--- config.mk ---
export PLATFORM = sky130hd
export DESIGN_NAME = ccg_eval_pipe
export DESIGN_NICKNAME = d
export VERILOG_FILES = /design/src/rtl/ccg_eval_pipe.sv
export SDC_FILE = /design/constraint.sdc
export NUM_CORES = 1
export LEC_CHECK = 0
export CORE_ASPECT_RATIO = 0.8
export CORE_MARGIN = 5
export CORE_UTILIZATION = 45
export CTS_CLUSTER_SIZE = 16
export DETAILED_ROUTE_END_ITERATION = 8
export PLACE_DENSITY = 0.85
export SLEW_MARGIN = 20
export SYNTH_ARGS = -nofsm -noshare
export SYNTH_HDL_FRONTEND = slang
export SYNTH_SLANG_ARGS = --single-unit
--- constraint.sdc ---
create_clock -name clk -period 1.9 [get_ports clk]
set_clock_uncertainty 0.05 [all_clocks]
set_input_delay 0.19 -clock clk [delete_from_list [all_inputs] [get_ports clk]]
set_output_delay 0.19 -clock clk [all_outputs]
set_load 0.01 [all_outputs]
--- src/rtl/ccg_eval_pipe.sv ---
// Pipelined, multi-lane evaluator of the 7-input/4-output CCG benchmark function
// with valid/ready flow control, a 32-bit output MISR and an accepted-beat counter.
module ccg_eval_pipe #(
    parameter int LANES = 4,
    parameter int PIPE  = 2
) (
    input  logic                 clk,
    input  logic                 rst_n,
    input  logic                 in_valid,
    output logic                 in_ready,
    input  logic [7*LANES-1:0]   in_data,
    output logic                 out_valid,
    input  logic                 out_ready,
    output logic [4*LANES-1:0]   out_data,
    input  logic                 sig_clr,
    output logic [31:0]          sig,
    output logic [15:0]          cnt
);

    localparam int          DW        = 4 * LANES;
    localparam int          NCH       = (DW + 31) / 32;
    localparam logic [31:0] MISR_POLY = 32'h0040_0007;

    function automatic logic [3:0] eval_lane(input logic [6:0] x);
        logic a, b, p, f1, f2, f3, f4;
        a  = ~(x[0] ^ x[3]);
        b  = ~((~x[2] & ~x[6]) ^ (~x[1] & ~x[4]));
        p  = x[5] & a & b;
        f3 = x[5] & ((~x[0] & ~x[2]) | (~x[0] & x[4]) | x[1] | x[6]);
        f1 = p & ~f3;
        f2 = p | (~x[5] & (x[3] | x[6]));
        f4 = ~(x[1] & x[3]);
        return {f4, f3, f2, f1};
    endfunction

    // XOR of the 32-bit chunks of a beat, zero-padded at the top
    function automatic logic [31:0] fold32(input logic [DW-1:0] d);
        logic [NCH*32-1:0] pad;
        logic [31:0]       f;
        pad         = '0;
        pad[DW-1:0] = d;
        f           = 32'h0000_0000;
        for (int c = 0; c < NCH; c++) begin
            f = f ^ pad[32*c +: 32];
        end
        return f;
    endfunction

    function automatic logic [31:0] misr_step(input logic [31:0] s, input logic [DW-1:0] d);
        return {s[30:0], 1'b0} ^ (s[31] ? MISR_POLY : 32'h0000_0000) ^ fold32(d);
    endfunction

    logic [DW-1:0]   lane_res_s;
    logic [PIPE-1:0] ready_s;
    logic [PIPE-1:0] v_q, v_d;
    logic [DW-1:0]   data_q [PIPE];
    logic [DW-1:0]   data_d [PIPE];
    logic [31:0]     sig_q, sig_d;
    logic [15:0]     cnt_q, cnt_d;
    logic            out_hs_s;

    // Per-lane function on the stage-0 inputs
    always_comb begin
        lane_res_s = '0;
        for (int k = 0; k < LANES; k++) begin
            lane_res_s[4*k +: 4] = eval_lane(in_data[7*k +: 7]);
        end
    end

    // Stage i may load when any stage from i to the output has room or the sink drains
    always_comb begin
        logic acc;
        acc     = out_ready;
        ready_s = '0;
        for (int i = PIPE - 1; i >= 0; i--) begin
            acc        = acc | ~v_q[i];
            ready_s[i] = acc;
        end
    end

    // Stage next-state: a loading stage takes its upstream, data only moves with a valid beat
    always_comb begin
        v_d    = v_q;
        data_d = data_q;
        if (ready_s[0]) begin
            v_d[0] = in_valid;
            if (in_valid) begin
                data_d[0] = lane_res_s;
            end else begin
                data_d[0] = data_q[0];
            end
        end else begin
            v_d[0] = v_q[0];
        end
        for (int i = 1; i < PIPE; i++) begin
            if (ready_s[i]) begin
                v_d[i] = v_q[i-1];
                if (v_q[i-1]) begin
                    data_d[i] = data_q[i-1];
                end else begin
                    data_d[i] = data_q[i];
                end
            end else begin
                v_d[i] = v_q[i];
            end
        end
    end

    // Pipeline registers
    always_ff @(posedge clk or negedge rst_n) begin
        if (!rst_n) begin
            v_q <= '0;
            for (int i = 0; i < PIPE; i++) begin
                data_q[i] <= '0;
            end
        end else begin
            v_q    <= v_d;
            data_q <= data_d;
        end
    end

    assign out_hs_s = v_q[PIPE-1] & out_ready;

    // Signature and counter next-state; clear wins over a same-cycle handshake
    always_comb begin
        sig_d = sig_q;
        cnt_d = cnt_q;
        if (sig_clr) begin
            sig_d = 32'h0000_0000;
            cnt_d = 16'h0000;
        end else if (out_hs_s) begin
            sig_d = misr_step(sig_q, data_q[PIPE-1]);
            cnt_d = cnt_q + 16'd1;
        end else begin
            sig_d = sig_q;
            cnt_d = cnt_q;
        end
    end

    // Signature and counter registers
    always_ff @(posedge clk or negedge rst_n) begin
        if (!rst_n) begin
            sig_q <= 32'h0000_0000;
            cnt_q <= 16'h0000;
        end else begin
            sig_q <= sig_d;
            cnt_q <= cnt_d;
        end
    end

    assign in_ready  = ready_s[0];
    assign out_valid = v_q[PIPE-1];
    assign out_data  = data_q[PIPE-1];
    assign sig       = sig_q;
    assign cnt       = cnt_q;

endmodule

==> run summary, run 1 <==
Run status - finished, final reports clean
Slew at the pin closest to its max-slew limit - 384 ps
Fin area - 5090 um2
#FFs+latches synth - 82
Final wirelength - 8480 um
GRT Overall Usage - 16.8%
Synth cell types - 35
Final slew viol count - 0
Final setup viols - 0
Largest stage delay on the critical path - 530 ps
Most common cell after layout, fill and taps aside - clkdlybuf4s50_1
Nets - 495
TritonCTS clock tree - built
Standard-cell row count - 30
Main combinational cell family by area after synthesis - simple AND/OR/NAND/NOR gates
WP data arrival - 1580 ps
Min Tclk post-route - 1820 ps
Max-Cap Viols - 0
CP max stage cell - clkdlybuf4s50_1
Worst slack, placed - -21.3 ps
Power Density - 807 nW/um2
RSZ-0062 raised after global routing - false
Vias in the first global route - 2,915
Setup ws final - 80.1 ps
Clock tree buffer depth - 2
Critical path, cell by cell - nand3b_1, buf_4, clkdlybuf4s50_1
Register area share after synthesis - 53.6%
Class of the worst hold path - input port to flop
DR iter-0 viols - 137
Via density - 5.16
Die Span X - 113 um
First-pass GRT wire length - 14,300 um
Multi-input logic area - 1570 um2
Area delta synth->final - 33.1%
Share of cells above drive strength 1 - 12.9%
Hold slack - 193 ps
Final Hold Fails - 0
Die Footprint - 10,500 um2
Leakage Power - 2.04 nW
WL per Instance - 14.7 um
Total CTS buffers - 9
Post-DP Area - 4900 um2
Total number of vias - 2,985
Antenna Cells - 0
Synthesized Nets - 404
Fill cells - 710
Detailed Routing Iterations Pass 1 - 4
Cell Area, Synth - 3830 um2
Adder-cell area share of the yosys netlist - 0.327%
Synth Area per Inst - 10.3 um2
CP required - 1660 ps
Setup crit end kind - output pin
Total gr overflow - 0
Synth warn - 0
CTS H-tree depth - 3
CTS sink cnt - 82
Critical path class - flop to output pin
Worst-path clk slew - 80 ps
Synthesized instance count - 370
Die height - 92.5 um
Half-perimeter wire length after placement - 6390 um
Max VDD drop - 0.352 mV
Inst Count DP - 560
Register area - 2050 um2
Most frequent cells in the layout - clkdlybuf4s50_1 (95), dfrtp_1 (81), nand2_1 (49), nor2_1 (47), xnor2_1 (34)
CP max FO - 3
Post-route ant nets - 0
Input/output buffers - 98
Post-Synth XOR/XNOR Area - 8.24%
Clock latency at the later pin of the worst-skew pair - 340 ps
FMAX - 549 MHz
Largest net degree at the start of global routing - 54
Post-Synth Simple-Gate Area - 15.0%
Non-Filler Instances - 578
Compound-gate portion of the synthesized area - 10.5%
Tcrit/Tclk final - 95.8%
Slew margin rel. - 74.4%
Core area - 8410 um2
Num ports - 99
Mux contribution to synthesized area - 6.86%
Initial antenna violation count - 0
Starting Density - 45.5%
Buf/Inv on CP - 2
Total negative slack - 0 ps
GP Congestion - 0.830
CP startpoint kind - flop
# DRC - 0
Critical path's top delay family - buffers and inverters
CTS root buf - clkbuf_8
==> sequential cells by signal, summed over array words and instances, names as in the netlist <==
signal,flops
cnt,16
data_q,16
out_data,16
sig,32
v_q,2
==> worst reg2reg max path, delay by kind of cell, from the launching register on <==
kind / cells / cell delay, ps
adder cells (fa/ha/maj): 1 / 190
flip-flops: 1 / 470
multiplexers: 1 / 360
AND/OR/NAND/NOR: 2 / 530
==> cell usage after synthesis, drive strengths merged <==
master,count,area (um2)
nand2,49,184
or3,2,12.5
nor4,4,40.0
and2,2,12.5
o21bai,4,30.0
nor2,47,176
mux2,23,263
nand3,8,45.0
nor3,2,10.0
xor2,2,17.5
xnor2,34,298
o31a,4,35.0
and4,1,8.76
inv,5,18.8
o21ai,2,10.0
buf,23,155
a211oi,15,113
nand3b,1,7.51
dfrtp,82,2050
a21oi,25,125
o31ai,4,30.0
nor2b,2,12.5
clkbuf,10,37.5
nand2b,3,18.8
nand4,5,37.5
a31oi,8,50.1
a31o,1,8.76
or2b,1,7.51
ha,1,12.5
==> power by group <==
group          total (mW)  switching [mW]  internal [mW]
sequential           2.08           0.162           1.91
combinational       0.911           0.379          0.532
clock                1.13           0.611          0.515
total                4.11            1.15           2.96
==> final cells by class <==
class | count | share of cell area, %
clock inverter | 5 | 0.737
timing repair buffer | 113 | 22.3
tap | 112 | 2.75
sequential | 82 | 40.3
inverter | 5 | 0.368
clock buffer | 11 | 2.78
multi-input combinational | 250 | 30.7
==> cells by family after synthesis <==
family                   after synthesis
AND/OR/NAND/NOR                      127
flip-flops                            82
XOR/XNOR                              36
buffers and inverters                 38
AO/OA/AOI/OAI                         63
multiplexers                          23
adder cells (fa/ha/maj)                1
==> metrics by stage <==
step | power [mW] | utilization [%]
2_1_floorplan | 2.62 | -
3_3_place_gp | 2.99 | 58.3
3_5_place_dp | 3.03 | 58.3
4_1_cts | 4.16 | 60.6
5_1_grt | 4.31 | 60.6
6_report | 4.11 | 60.6
==> layer usage <==
layer	part of all wire [%]	global-route usage (%)	vias up	wire length, um
met3	7.2	5.09	15	608
met1	44	22.3	1435	3760
met4	2.0	6.11	0	171
met5	0	0	-	0
li1	-	-	1431	-
met2	46	26.0	104	3940
==> final timing paths <==
check | depth (start not counted) | endpoint | from | slack (ps)
max in group asynchronous | 3 | v_q[1] | rst_n | 920
min in group asynchronous | 2 | sig[9] | rst_n | 270
worst min register to register | 2 | data_q[24] | data_q[24] | 430
worst max register to register | 4 | cnt[14] | cnt[0] | 200
worst max-delay path | 3 | in_ready | v_q[1] | 80
worst min-delay path | 2 | sig[2] | sig_clr | 190
==> timing repair <==
| action | CTS | global route |
|---|---|---|
| setup endpoints to repair | 1 | 0 |
| gates resized for setup | 2 | 0 |
| buffers inserted | 1 | 0 |
| endpoints found under the hold margin | 29 | 0 |
| hold buffers | 1 | 0 |
Note: power is estimated with default switching activity, not from simulation.
==> inputs of run 2 (changes only) <==
--- a/config.mk
+++ b/config.mk
@@ -5,12 +5,13 @@
 export SDC_FILE = /design/constraint.sdc
 export NUM_CORES = 1
 export LEC_CHECK = 0
+export ABC_AREA = 1
 export CORE_ASPECT_RATIO = 0.8
 export CORE_MARGIN = 5
 export CORE_UTILIZATION = 45
 export CTS_CLUSTER_SIZE = 16
 export DETAILED_ROUTE_END_ITERATION = 8
-export PLACE_DENSITY = 0.85
+export PLACE_DENSITY = 0.84
 export SLEW_MARGIN = 20
 export SYNTH_ARGS = -nofsm -noshare
 export SYNTH_HDL_FRONTEND = slang
==> run 2 against run 1 <==
Synthesized cell count grew 26%. Via count grew 11%. Wire length up 11%. Flip-flop and latch count is the same. Register-to-register slack about the same. Worst setup slack gained 74 ps. Die area is 6.8% higher. Power is 23% higher. Critical path depth down 1. Largest cell class unchanged. Highest routed layer unchanged.
==> run summary, run 2 <==
CTS H-tree depth - 3 (unchanged)
Largest register FFs - 32 (unchanged)
GRT Overall Usage - 17.6% (+0.87 points)
Critical path class - flop to output pin
Post-DP Area - 5050 um2 (+3.2%)
Class of the worst hold path - input port to async pin
Synthesized instance count - 465 (+26%)
Largest net degree at the start of global routing - 48 (-11%)
Max-Cap Viols - 0 (unchanged)
Largest cells by area after synthesis - dfrtp_1 (50%), nand2_1 (8.5%), inv_1 (5.9%), nor2_1 (4.5%), xnor2_1 (4.0%)
Max VDD drop - 0.429 mV (+22%)
Most frequent cells in the layout - clkdlybuf4s50_1 (97), nand2_1 (93), dfrtp_1 (82), inv_1 (65), nor2_1 (49)
Power Density - 941 nW/um2 (+17%)
Run status - finished, final reports clean
Leakage Power - 2.41 nW (+18%)
Die Footprint - 11,200 um2 (+6.8%)
Min Tclk post-route - 1750 ps (-73.9 ps)
Final wirelength - 9430 um (+11%)
Setup ws final - 154 ps (+73.9 ps)
Synth Area per Inst - 8.86 um2 (-14%)
Via density - 4.93 (-4.6%)
Final setup viols - 0 (unchanged)
CP max stage cell - clkdlybuf4s50_1
Core area - 9000 um2 (+7.0%)
Starting Density - 45.8% (+0.22 points)
WL per Instance - 14.0 um (-4.2%)
Register area share after synthesis - 49.8% (-3.8 points)
Tcrit/Tclk final - 91.9% (-3.9 points)
Synth top area share - 49.8% (-3.8 points)
Synthesized Nets - 499 (+24%)
Hold Buf Count CTS - 1 (unchanged)
Detailed Routing Iterations Pass 1 - 5 (+1)
Number of flops mapped to enable cells by yosys - 0 (unchanged)
Share of cells above drive strength 1 - 11.3% (-1.5 points)
Top cells by count, synth - nand2_1 (93), dfrtp_1 (82), inv_1 (65)
Critical path, cell by cell - nand3_2, clkdlybuf4s50_1
Multi-input logic area - 1580 um2 (+1.0%)
Non-Filler Instances - 671 (+16%)
CP startpoint kind - flop
Clock latency at the later pin of the worst-skew pair - 330 ps (about the same)
Total power - 5.05 mW (+23%)
Top-count cell post-synth - nand2_1
Total gr overflow - 0 (unchanged)
Post-route ant nets - 0 (unchanged)
Cell Area, Synth - 4120 um2 (+7.5%)
GP Congestion - 0.934 (+13%)
CTS root buf - clkbuf_16
Num ports - 99 (unchanged)
Total CTS buffers - 9 (unchanged)
Most common cell after layout, fill and taps aside - clkdlybuf4s50_1
Die height - 95.6 um (+3.3%)
Input/output buffers - 98 (unchanged)
Slew at the pin closest to its max-slew limit - 638 ps (+254 ps)
Vias in the first global route - 3,243 (+11%)
Cells resized by post-CTS repair - 0 (-2)
CP max FO - 4 (+1)
Slew margin rel. - 57.4% (-17 points)
Top FF cell, synth - dfrtp_1
Die Span X - 117 um (+3.4%)
Worst slack, placed - 117 ps (+138 ps)
CP required - 1660 ps (about the same)
First-pass GRT wire length - 15,800 um (+10%)
FMAX - 573 MHz (+4.2%)
Inst Count DP - 654 (+17%)
RSZ-0062 raised after global routing - false
Largest stage delay on the critical path - 560 ps (+30 ps)
Initial antenna violation count - 0 (unchanged)
#FFs+latches synth - 82 (unchanged)
Final slew viol count - 0 (unchanged)
TritonCTS clock tree - built
Clock tree buffer depth - 2 (unchanged)
# DRC - 0 (unchanged)
CTS sink cnt - 82 (unchanged)
Setup crit end kind - output pin
WP data arrival - 1510 ps (-70 ps)
Worst-path clk slew - 70 ps (about the same)
Half-perimeter wire length after placement - 6990 um (+9.4%)
Cell accounting for the most synthesized area - dfrtp_1
Synth warn - 0 (unchanged)
Nets - 585 (+18%)
Total negative slack - 0 ps (unchanged)
Final Hold Fails - 0 (unchanged)
Total number of vias - 3,306 (+11%)
DR iter-0 viols - 328 (+140%)
Post-CTS setup buffer count - 0 (-1)
Standard-cell row count - 31 (+3.3%)
Register area - 2050 um2 (about the same)
Area delta synth->final - 30.3%
Fill cells - 757 (+6.6%)
Ys async rst share - 100% (unchanged)
Fin area - 5370 um2 (+5.3%)
Synth cell types - 30 (-14%)
Antenna Cells - 0 (unchanged)
-- run 2: path summary, 6_finish.rpt --
path	from	cells past startpoint	end	slack, ps
worst max-delay path	v_q[1]	2	in_ready	150
worst min-delay path	rst_n	2	data_q[26]	300
worst max register to register	cnt[0]	8	cnt[8]	210
worst min register to register	data_q[26]	2	data_q[26]	440
max in group asynchronous	rst_n	3	sig[1]	890
min in group clk	data_q[26]	2	data_q[26]	440
-- run 2: critical path, delay by kind of cell, from the launching register on --
family | cells | cell delay, ps
DFF | 1 | 460
and+or+nand+nor | 1 | 160
buffers and inverters | 1 | 560
-- run 2: area by class of cell --
cell class / count / share of cell area, %
multi-input cells: 287 / 29.5
repair buffers: 102 / 19.1
clock buffers: 9 / 4.20
clock inverters: 7 / 1.42
inverters: 69 / 4.87
well taps: 115 / 2.68
flip-flops and latches: 82 / 38.2
-- run 2: kinds of logic after synthesis --
group	after synthesis	synth area share, %
adders and majority gates	1	0.304
and+or+nand+nor	174	18.3
xor gates and xnor gates	19	4.04
muxes	10	3.37
AOI/OAI and AO/OA	83	12.4
DFF	82	49.8
buffers and inverters	96	11.7
-- run 2: power breakdown --
part | switching (mW) | total (mW) | internal, mW
registers | 0.216 | 2.17 | 1.95
clock network | 0.712 | 1.74 | 1.03
logic | 0.531 | 1.14 | 0.609
-- run 2: routing by layer --
layer  up-vias  track usage (%)  routed length [um]
met4         0             6.49                 157
met1      1539             24.6                4300
met3        13             2.98                 491
li1       1643                -                   -
met5         -                0                   0
met2       111             27.7                4480
-- run 2: stage by stage --
stage / util, % / hold slack, ps
4_1_cts: 59.6 / 321
2_1_floorplan: - / -156
6_report: 59.6 / 300
5_1_grt: 59.6 / 355
3_5_place_dp: 56.2 / 132
3_3_place_gp: 56.2 / 118
